[config.mk]
export PLATFORM = sky130hd
export DESIGN_NAME = rx_path_sequencer_flat
export DESIGN_NICKNAME = d
export VERILOG_FILES = /design/src/rtl/rx_path_sequencer_pkg.sv /design/src/rtl/rx_path_sequencer_if.sv /design/src/rtl/rx_path_sequencer.sv /design/src/flat_wrapper.sv
export SDC_FILE = /design/constraint.sdc
export NUM_CORES = 1
export LEC_CHECK = 0
export ABC_AREA = 1
export BUFFER_PORTS_ARGS = -buffer_cell sky130_fd_sc_hd__buf_2
export CAP_MARGIN = 20
export CORE_MARGIN = 2
export CORE_UTILIZATION = 40
export CTS_CLUSTER_DIAMETER = 60
export DETAILED_ROUTE_END_ITERATION = 10
export RECOVER_POWER = 100
export SYNTH_ARGS = -nofsm -noshare
export SYNTH_HDL_FRONTEND = slang
export SYNTH_SLANG_ARGS = --single-unit
[constraint.sdc]
create_clock -name clk -period 3.9 [get_ports clk]
set_input_delay 0 -clock clk [delete_from_list [all_inputs] [get_ports clk]]
set_output_delay 0 -clock clk [all_outputs]
set_load 0.01 [all_outputs]
[src/rtl/rx_path_sequencer_pkg.sv]
// Shared RX definitions: sequencer state encoding, GEN limits, lane count and lane-mask decode.
package rx_path_sequencer_pkg;

  localparam int unsigned NUM_LANES  = 16;
  localparam int unsigned LANE_CNT_W = 5;
  localparam int unsigned GEN_W      = 3;
  localparam int unsigned STATE_W    = 3;

  localparam logic [GEN_W-1:0] GEN_MIN = 3'd1;
  localparam logic [GEN_W-1:0] GEN_MAX = 3'd5;

  typedef enum logic [STATE_W-1:0] {
    IDLE       = 3'd0,
    WAIT_PHY   = 3'd1,
    WAIT_LOCK  = 3'd2,
    DESCR_INIT = 3'd3,
    READY      = 3'd4,
    ERROR      = 3'd5
  } seqState_t;

  // Lane count -> contiguous mask; 0 counts as one lane, anything above NUM_LANES saturates.
  function automatic logic [NUM_LANES-1:0] laneMaskDecode(input logic [LANE_CNT_W-1:0] lanes);
    logic [LANE_CNT_W-1:0] n;
    logic [NUM_LANES:0]    full;
    n = lanes;
    if (n == '0) begin
      n = LANE_CNT_W'(1);
    end else if (n > LANE_CNT_W'(NUM_LANES)) begin
      n = LANE_CNT_W'(NUM_LANES);
    end
    full = ((NUM_LANES+1)'(1) << n) - (NUM_LANES+1)'(1);
    return full[NUM_LANES-1:0];
  endfunction

endpackage

[src/rtl/rx_path_sequencer_if.sv]
// Request/PIPE-status inputs and datapath-control outputs of the RX path sequencer.
interface rx_path_sequencer_if;
  import rx_path_sequencer_pkg::*;

  logic                  rateChangeReq;
  logic [GEN_W-1:0]      reqGEN;
  logic [LANE_CNT_W-1:0] numberOfDetectedLanes;
  logic [NUM_LANES-1:0]  PhyStatus;
  logic [NUM_LANES-1:0]  RxValid;
  logic [NUM_LANES-1:0]  RxElectricalIdle;

  logic [GEN_W-1:0]      GEN;
  logic [NUM_LANES-1:0]  laneMask;
  logic                  datapathFlush;
  logic                  descramblerReset;
  logic                  rxPathReady;
  logic                  rateChangeAck;
  logic                  timeoutError;
  logic                  rateError;
  logic [STATE_W-1:0]    seqState;

  modport master (
    output rateChangeReq, reqGEN, numberOfDetectedLanes, PhyStatus, RxValid, RxElectricalIdle,
    input  GEN, laneMask, datapathFlush, descramblerReset, rxPathReady, rateChangeAck,
           timeoutError, rateError, seqState
  );

  modport slave (
    input  rateChangeReq, reqGEN, numberOfDetectedLanes, PhyStatus, RxValid, RxElectricalIdle,
    output GEN, laneMask, datapathFlush, descramblerReset, rxPathReady, rateChangeAck,
           timeoutError, rateError, seqState
  );

endinterface

[src/rtl/rx_path_sequencer.sv]
// RX path bring-up sequencer: rate change, PHY status wait, lane lock, descrambler reseed, ready.
module rx_path_sequencer
  import rx_path_sequencer_pkg::*;
#(
  parameter int unsigned LOCK_CYCLES    = 8,
  parameter int unsigned TIMEOUT_CYCLES = 1024
) (
  input logic                clk,
  input logic                reset,
  rx_path_sequencer_if.slave rx
);

  localparam int unsigned LOCK_W = 8;
  localparam int unsigned TO_W   = 16;

  seqState_t            state, stateNext;
  logic [GEN_W-1:0]     gen, genNext;
  logic [NUM_LANES-1:0] laneMask, laneMaskNext;
  logic [NUM_LANES-1:0] sticky, stickyNext;
  logic [LOCK_W-1:0]    lockCnt, lockCntNext, lockInc;
  logic [TO_W-1:0]      toCnt, toCntNext, toInc;
  logic                 ackNext, reqOk, reqBad, lanesGood, phyDone, timedOut, lockDone;
  logic                 datapathFlush, descramblerReset, rxPathReady;
  logic                 rateChangeAck, timeoutError, rateError;

  // State register
  always_ff @(posedge clk) begin
    if (reset) state <= IDLE;
    else       state <= stateNext;
  end

  // Next-state and counter/mask updates; an accepted request overrides every other event
  always_comb begin
    reqOk     = rx.rateChangeReq && (rx.reqGEN >= GEN_MIN) && (rx.reqGEN <= GEN_MAX);
    reqBad    = rx.rateChangeReq && !reqOk;
    lanesGood = ((rx.RxValid & ~rx.RxElectricalIdle) & laneMask) == laneMask;
    phyDone   = ((sticky | rx.PhyStatus) & laneMask) == laneMask;
    lockInc   = lockCnt + LOCK_W'(1);
    toInc     = toCnt + TO_W'(1);
    timedOut  = (toInc == TO_W'(TIMEOUT_CYCLES));
    lockDone  = (lockInc == LOCK_W'(LOCK_CYCLES));

    stateNext    = state;
    genNext      = gen;
    laneMaskNext = laneMask;
    stickyNext   = sticky;
    lockCntNext  = lockCnt;
    toCntNext    = toCnt;
    ackNext      = 1'b0;

    if (reqOk) begin
      stateNext    = WAIT_PHY;
      genNext      = rx.reqGEN;
      laneMaskNext = laneMaskDecode(rx.numberOfDetectedLanes);
      stickyNext   = '0;
      lockCntNext  = '0;
      toCntNext    = '0;
    end else begin
      case (state)
        WAIT_PHY: begin
          stickyNext = sticky | (rx.PhyStatus & laneMask);
          toCntNext  = toInc;
          if (timedOut)     stateNext = ERROR;
          else if (phyDone) stateNext = WAIT_LOCK;
        end
        WAIT_LOCK: begin
          toCntNext   = toInc;
          lockCntNext = lanesGood ? lockInc : '0;
          if (timedOut)                  stateNext = ERROR;
          else if (lanesGood && lockDone) stateNext = DESCR_INIT;
        end
        DESCR_INIT: begin
          stateNext = READY;
          ackNext   = 1'b1;
        end
        READY: begin
          // Lane loss re-locks at the current rate; the timeout budget starts afresh
          if (!lanesGood) begin
            stateNext   = WAIT_LOCK;
            lockCntNext = '0;
            toCntNext   = '0;
          end
        end
        default: ;
      endcase
    end
  end

  // Datapath registers and registered outputs, all decoded from the next state
  always_ff @(posedge clk) begin
    if (reset) begin
      gen              <= GEN_MIN;
      laneMask         <= NUM_LANES'(1);
      sticky           <= '0;
      lockCnt          <= '0;
      toCnt            <= '0;
      datapathFlush    <= 1'b1;
      descramblerReset <= 1'b1;
      rxPathReady      <= 1'b0;
      rateChangeAck    <= 1'b0;
      timeoutError     <= 1'b0;
      rateError        <= 1'b0;
    end else begin
      gen              <= genNext;
      laneMask         <= laneMaskNext;
      sticky           <= stickyNext;
      lockCnt          <= lockCntNext;
      toCnt            <= toCntNext;
      datapathFlush    <= (stateNext != READY);
      descramblerReset <= (stateNext == DESCR_INIT);
      rxPathReady      <= (stateNext == READY);
      rateChangeAck    <= ackNext;
      timeoutError     <= (stateNext == ERROR);
      rateError        <= reqBad;
    end
  end

  assign rx.GEN              = gen;
  assign rx.laneMask         = laneMask;
  assign rx.datapathFlush    = datapathFlush;
  assign rx.descramblerReset = descramblerReset;
  assign rx.rxPathReady      = rxPathReady;
  assign rx.rateChangeAck    = rateChangeAck;
  assign rx.timeoutError     = timeoutError;
  assign rx.rateError        = rateError;
  assign rx.seqState         = state;

endmodule

[src/flat_wrapper.sv]
// flat-port wrapper written by rule: the top's interface ports become plain ports
module rx_path_sequencer_flat import rx_path_sequencer_pkg::*;
#(
  parameter int unsigned LOCK_CYCLES    = 8,
  parameter int unsigned TIMEOUT_CYCLES = 1024
)
  (clk, reset, rx_rateChangeReq, rx_reqGEN, rx_numberOfDetectedLanes, rx_PhyStatus, rx_RxValid, rx_RxElectricalIdle, rx_GEN, rx_laneMask, rx_datapathFlush, rx_descramblerReset, rx_rxPathReady, rx_rateChangeAck, rx_timeoutError, rx_rateError, rx_seqState);
  rx_path_sequencer_if rx_i ();
  input logic clk;
  input logic reset;
  input wire logic [$bits(rx_i.rateChangeReq)-1:0] rx_rateChangeReq;
  input wire logic [$bits(rx_i.reqGEN)-1:0] rx_reqGEN;
  input wire logic [$bits(rx_i.numberOfDetectedLanes)-1:0] rx_numberOfDetectedLanes;
  input wire logic [$bits(rx_i.PhyStatus)-1:0] rx_PhyStatus;
  input wire logic [$bits(rx_i.RxValid)-1:0] rx_RxValid;
  input wire logic [$bits(rx_i.RxElectricalIdle)-1:0] rx_RxElectricalIdle;
  output wire logic [$bits(rx_i.GEN)-1:0] rx_GEN;
  output wire logic [$bits(rx_i.laneMask)-1:0] rx_laneMask;
  output wire logic [$bits(rx_i.datapathFlush)-1:0] rx_datapathFlush;
  output wire logic [$bits(rx_i.descramblerReset)-1:0] rx_descramblerReset;
  output wire logic [$bits(rx_i.rxPathReady)-1:0] rx_rxPathReady;
  output wire logic [$bits(rx_i.rateChangeAck)-1:0] rx_rateChangeAck;
  output wire logic [$bits(rx_i.timeoutError)-1:0] rx_timeoutError;
  output wire logic [$bits(rx_i.rateError)-1:0] rx_rateError;
  output wire logic [$bits(rx_i.seqState)-1:0] rx_seqState;
  assign rx_i.rateChangeReq = rx_rateChangeReq;
  assign rx_i.reqGEN = rx_reqGEN;
  assign rx_i.numberOfDetectedLanes = rx_numberOfDetectedLanes;
  assign rx_i.PhyStatus = rx_PhyStatus;
  assign rx_i.RxValid = rx_RxValid;
  assign rx_i.RxElectricalIdle = rx_RxElectricalIdle;
  assign rx_GEN = rx_i.GEN;
  assign rx_laneMask = rx_i.laneMask;
  assign rx_datapathFlush = rx_i.datapathFlush;
  assign rx_descramblerReset = rx_i.descramblerReset;
  assign rx_rxPathReady = rx_i.rxPathReady;
  assign rx_rateChangeAck = rx_i.rateChangeAck;
  assign rx_timeoutError = rx_i.timeoutError;
  assign rx_rateError = rx_i.rateError;
  assign rx_seqState = rx_i.seqState;
  rx_path_sequencer #(.LOCK_CYCLES(LOCK_CYCLES), .TIMEOUT_CYCLES(TIMEOUT_CYCLES)) u_core (.clk(clk), .reset(reset), .rx(rx_i));
endmodule
After elaboration in Yosys (flattened, before gate mapping)

Index checks and enable logic that the tools add are counted.
Widths: inputs -> output; s select.

Bits in registers: 68
Input bits: 59

Shift-type cells: 1
Order comparisons: 3
Equality and inequality tests: 13
Add/subtract/negate cells: 3
Multiplexer cells: 16
Bitwise logic cells: 7
Reductions and logical operators: 12

Operators by type and width:

| cell                  | count |
|---|---|
| $and 16x16->16        | 4 |
| $eq 16x16->1          | 2 |
| $or 16x16->16         | 2 |
| $pmux 16 s2           | 1 |
| $mux 3                | 6 |
| $add 16x1->16 const B | 1 |
| $eq 16x11->1 const B  | 1 |
| $mux 16               | 1 |
| $mux 8                | 2 |
| $not 16->16           | 1 |
| $pmux 8 s2            | 1 |
| $shl 1x5->16 const A  | 1 |
| $sub 16x2->16 const B | 1 |
| $mux 5                | 3 |
| $pmux 3 s4            | 1 |
| $eq 3x2->1 const B    | 3 |
| $eq 3x3->1 const B    | 3 |
| $add 8x1->8 const B   | 1 |
| $eq 8x4->1 const B    | 1 |
| $gt 5x5->1 const B    | 1 |
| $logic_not 5->1       | 1 |
| $logic_and 1x1->1     | 4 |
| $reduce_and 2->1      | 2 |
| $reduce_bool 2->1     | 2 |
| other kinds (8)       | 9 |

Longest topological paths before layout

Word-level depth: 10
Depth in mapped cells: 15
Depth with buffers taken out: 15

Worst setup path before layout

No wires, ideal clock.

Kind: register to register
Start point: register u_core.toCnt[0]
End point: register u_core.datapathFlush (netlist: u_core.rx.datapathFlush)
Library setup time: 121 ps
Setup slack: 2165 ps
Buffers on the path: 0
Arrival: 1614 ps
Cell stages (with the launch flop): 15
Path through: dfxtp_1 -> ha_1 -> nand3_2 -> nor2_4 -> nand2_1 -> nand2_1 -> nand2_1 -> nor2_1 -> nand3_1 -> nor2_2 -> nand3_2 -> nand2_1 -> nand2_1 -> nor2_2 -> nand3_1

Cells in the longest elaborated chain, start to end: 6
Elaborated cells between the ends (all ways): 7
Those cells by class: 1 x add/sub; 2 x eq/ne; 4 x mux

RTL lines:

| element                          | line                                             | text |
|---|---|---|
| start: declaration               | rx_path_sequencer.sv:21                          | `logic [TO_W-1:0] toCnt, toCntNext, toInc;` |
| start signal: assignment         | rx_path_sequencer.sv:108                         | `toCnt <= toCntNext;` |
| $add 16x1->16 (*)                | rx_path_sequencer.sv:39                          | `toInc = toCnt + TO_W'(1);` |
| $eq 16x11->1 (*)                 | rx_path_sequencer.sv:40                          | `timedOut = (toInc == TO_W'(TIMEOUT_CYCLES));` |
| $mux 3, on equally long branches | rx_path_sequencer.sv:69, rx_path_sequencer.sv:63 |  |
| $pmux 3 s4 (*)                   | rx_path_sequencer.sv:59                          | `case (state)` |
| $mux 3 (*)                       | rx_path_sequencer.sv:51                          | `if (reqOk) begin` |
| $ne 3x3->1 (*)                   | rx_path_sequencer.sv:109                         | `datapathFlush <= (stateNext != READY);` |
| end signal: assignment           | rx_path_sequencer.sv:109                         |  |
| end: declaration                 | rx_path_sequencer.sv:23                          | `logic datapathFlush, descramblerReset, rxPathReady;` |

Every way passes the cells marked *; elsewhere a longest branch is shown, timed or not.
A chain may end at the register's enable or synchronous reset.

Worst setup path in the final report

Start point: register u_core.state[0] (netlist: u_core.rx.seqState[0])
End point: register u_core.rxPathReady (netlist: u_core.rx.rxPathReady)

Cells in the longest elaborated chain, start to end: 5
Elaborated cells between the ends (all ways): 12
Those cells by class: 5 x eq/ne; 7 x mux

RTL lines:

| element                          | line                                             | text |
|---|---|---|
| start: declaration               | rx_path_sequencer.sv:16                          | `seqState_t state, stateNext;` |
| start signal: assignment         | rx_path_sequencer.sv:29                          | `else state <= stateNext;` |
| $mux 3, on equally long branches | rx_path_sequencer.sv:70, rx_path_sequencer.sv:64 |  |
| $mux 3, on equally long branches | rx_path_sequencer.sv:69, rx_path_sequencer.sv:63 |  |
| $pmux 3 s4 (*)                   | rx_path_sequencer.sv:59                          |  |
| $mux 3 (*)                       | rx_path_sequencer.sv:51                          |  |
| $eq 3x3->1 (*)                   | rx_path_sequencer.sv:111                         | `rxPathReady <= (stateNext == READY);` |
| end signal: assignment           | rx_path_sequencer.sv:111                         |  |
| end: declaration                 | rx_path_sequencer.sv:23                          |  |

Marks and branches as above.

==> run_results.csv <==
group,metric,value,unit
timing,setup_viol,0,
cts,clk_latency,0.35,ns
timing,rsz0062_at_grt,"false",
hold_path,holdPathStages,3,
floorplan,die_w,100,um
timing,finalHoldViolCount,0,
placement,routabilityCongestion,0.905,
logic_synthesis,syn-num-nets,631,
floorplan,core,9110,um2
run,max_cap_violations,1,
logic_synthesis,syn_area,3680,um2
cts,post_cts_resized,0,
drt,drt-initial-drc-count,203,
floorplan,ioPinCount,87,
cts,htreeDepth,3,
critical_path,worstSetupEndpointType,"register",
timing,max_slew.worst_pin.slew,1.49,ns
floorplan,initial_core_util,40.5,%
floorplan,die_y,100,um
logic_synthesis,ys_seq_area_share,36.9,%
drt,wirelength,9.99,mm
timing,fmaxAchievable,0.358,GHz
critical_path,r2r_cells,11,
logic_synthesis,ys.flop_type,"dfxtp_1",
power_and_ir_drop,leakage,2.02,nW
layout,drive_gt1_share,14.1,%
layout,nets,741,
layout,syn_to_final_growth,24.8,%
grt,grt_pass1_wl,16.8,mm
timing,slew_viol_final,0,
layout,fillers,981,
drt,viasPerCell,4.99,
power_and_ir_drop,ir_drop,0.161,mV
critical_path,path_max_fanout,18,
cts,clk_pin_slew_worst_paths,0.08,ns
placement,io_buffers,86,
logic_synthesis,yosysWarnings,0,
logic_synthesis,postSynthAreaPerCell,6.50,um2
cts,hold_buffers,21,
logic_synthesis,synth_cell_type_count,32,
logic_synthesis,synth_top_family_by_area,"simple AND/OR/NAND/NOR gates",
logic_synthesis,yosys_register_bits,68,
outcome,status,"finished with violations",
placement,hpwl,7.42,mm
grt,grt_usage,21.1,%
grt,antenna_found_initial,0,
critical_path,crit_arrival,3.08,ns
logic_synthesis,synth-edff-count,0,
cts,cts_made_buffers,9,
critical_path,startpoint_type,"register",
logic_synthesis,yosysMostFrequentCell,"nand2_1",
critical_path,critPathKind,"reg2reg",
timing,skew,0.0112,ns
cts,clock-root-buffer,"clkbuf_8",
power_and_ir_drop,power_density,379,nW/um2
cts,cts.sinks,68,
logic_synthesis,synthTopCellsByArea,"dfxtp_1 37%, nand2_1 14%, nor2_1 7.6%, inv_1 7.1%, a21oi_1 4.8%",
cts,tritoncts,"built",
logic_synthesis,synthXorXnorAreaFrac,2.14,%
layout,diodes,0,
layout,finalInstanceArea,4600,um2
drt,vias,3961,
grt,grt_overflow,0,
floorplan,die-area,10000,um2
logic_synthesis,synthCells,567,
hold_path,hold_path.class,"in2reg",
grt,grt_max_degree,47,
logic_synthesis,synth_area_leader_cell,"dfxtp_1",
cts,cts_buffer_depth,2,
drt,antenna_left,0,
logic_synthesis,synth_compound_area_share,14.5,%
logic_synthesis,muxShareOfSynthArea,0,%
timing,timing.slew.headroom,0.873,%
timing,finalSetupTns,0,ns
placement,place_area,4220,um2
drt,wl_per_cell,12.6,um
logic_synthesis,synthArstFlopShare,0,%
logic_synthesis,synthSimpleGateAreaFrac,35.7,%
outcome,violations,"max-capacitance violations",
logic_synthesis,synthAdderAreaFrac,1.70,%
grt,grt_pass1_vias,3682,
floorplan,rows,35,
drt,route.detailed.drc,0,
cts,cts_setup_buffers,0,
timing,finalCritPeriodShare,71.6,%
critical_path,cp_data_required_time,4.19,ns
drt,first_pass_iters,5,
logic_synthesis,synth_top_area_share,36.9,%
logic_synthesis,yosys-top-cells-count,"141 x nand2_1, 75 x nor2_1, 70 x inv_1, 68 x dfxtp_1",
timing,period_needed,2.79,ns
==> where the power goes <==
part / total (mW) / switching, mW / internal (mW)
Clock: 0.633 / 0.275 / 0.357
Combinational: 0.349 / 0.236 / 0.114
Sequential: 0.760 / 0.0340 / 0.726
Total: 1.74 / 0.545 / 1.20
==> flip-flops by register name, summed over array words and instances, names as in the netlist, 3 cells and up <==
| register | cells |
|---|---|
| u_core.lockCnt | 8 |
| u_core.rx.GEN | 3 |
| u_core.rx.laneMask | 16 |
| u_core.rx.seqState | 3 |
| u_core.sticky | 16 |
| u_core.toCnt | 16 |
==> metrics by stage <==
stage               utilization [%]  hold WS [ns]  instances  total power [mW]  setup WS, ns
floorplan                         -        0.0724        567             0.998          2.16
global placement               46.4         0.252        756              1.12          1.74
detailed placement             46.4         0.251        756              1.13          1.64
CTS                            51.0        0.0530        793              1.77          1.62
global route                   50.5        0.0880        793              1.84         0.766
finish                         50.5        0.0655        793              1.74          1.11
==> critical path, cell delays in order (launching register included) <==
cell	delay [ns]
dfxtp_1	0.43
inv_1	0.10
nor3_4	0.58
inv_1	0.12
nand2_1	0.47
inv_1	0.18
nand3_1	0.14
inv_1	0.06
a21oi_1	0.18
a21boi_0	0.28
nand3_2	0.10
nor2_1	0.09
==> metal layers <==
metal / vias up / track usage (%) / routed length, um
li1: 2053 / - / -
met1: 1795 / 27.0 / 4580
met2: 99 / 35.5 / 4810
met3: 14 / 4.32 / 422
met4: 0 / 7.06 / 176
met5: - / 0 / 0
==> cell type report <==
class                   instances  area [um2]  area share [%]
inverters                      78         293            6.37
multi-input cells             412        1980            43.0
flip-flops and latches         68        1360            29.6
repair buffers                108         611            13.3
clock inverters                 7        91.3            1.99
well taps                     111         139            3.02
clock buffers                   9         124            2.69
==> path summary, 6_finish.rpt <==
kind	slack, ns	startpoint	to
setup / recovery	1.11	u_core.rx.seqState[0]	u_core.rx.rxPathReady
hold / removal	0.07	rx_numberOfDetectedLanes[4]	u_core.rx.laneMask[7]
setup reg to reg	1.11	u_core.rx.seqState[0]	u_core.rx.rxPathReady
hold reg to reg	0.47	u_core.sticky[6]	u_core.sticky[6]
==> logic make-up after synthesis <==
kind of cell    after synthesis
other cells                   1
flops                        68
compound gates               98
fa+ha+maj                     5
simple gates                299
buf+inv                      87
xor+xnor                      9
==> cell usage in the layout, fill, tap and decap left out, types with 4 or more instances in the layout <==
cell / instances
nor3_1: 15
clkbuf_1: 30
nand4_1: 10
o21ai_0: 36
xor2_1: 5
nor2_1: 76
ha_1: 5
dlygate4sd3_1: 21
dfxtp_1: 68
a21oi_1: 36
nand3_2: 4
nand2_1: 142
nand3_1: 32
a31oi_1: 17
xnor2_1: 4
buf_2: 56
inv_1: 76
clkbuf_8: 9
nor2_2: 8
Note: power is estimated with default switching activity, not from simulation.
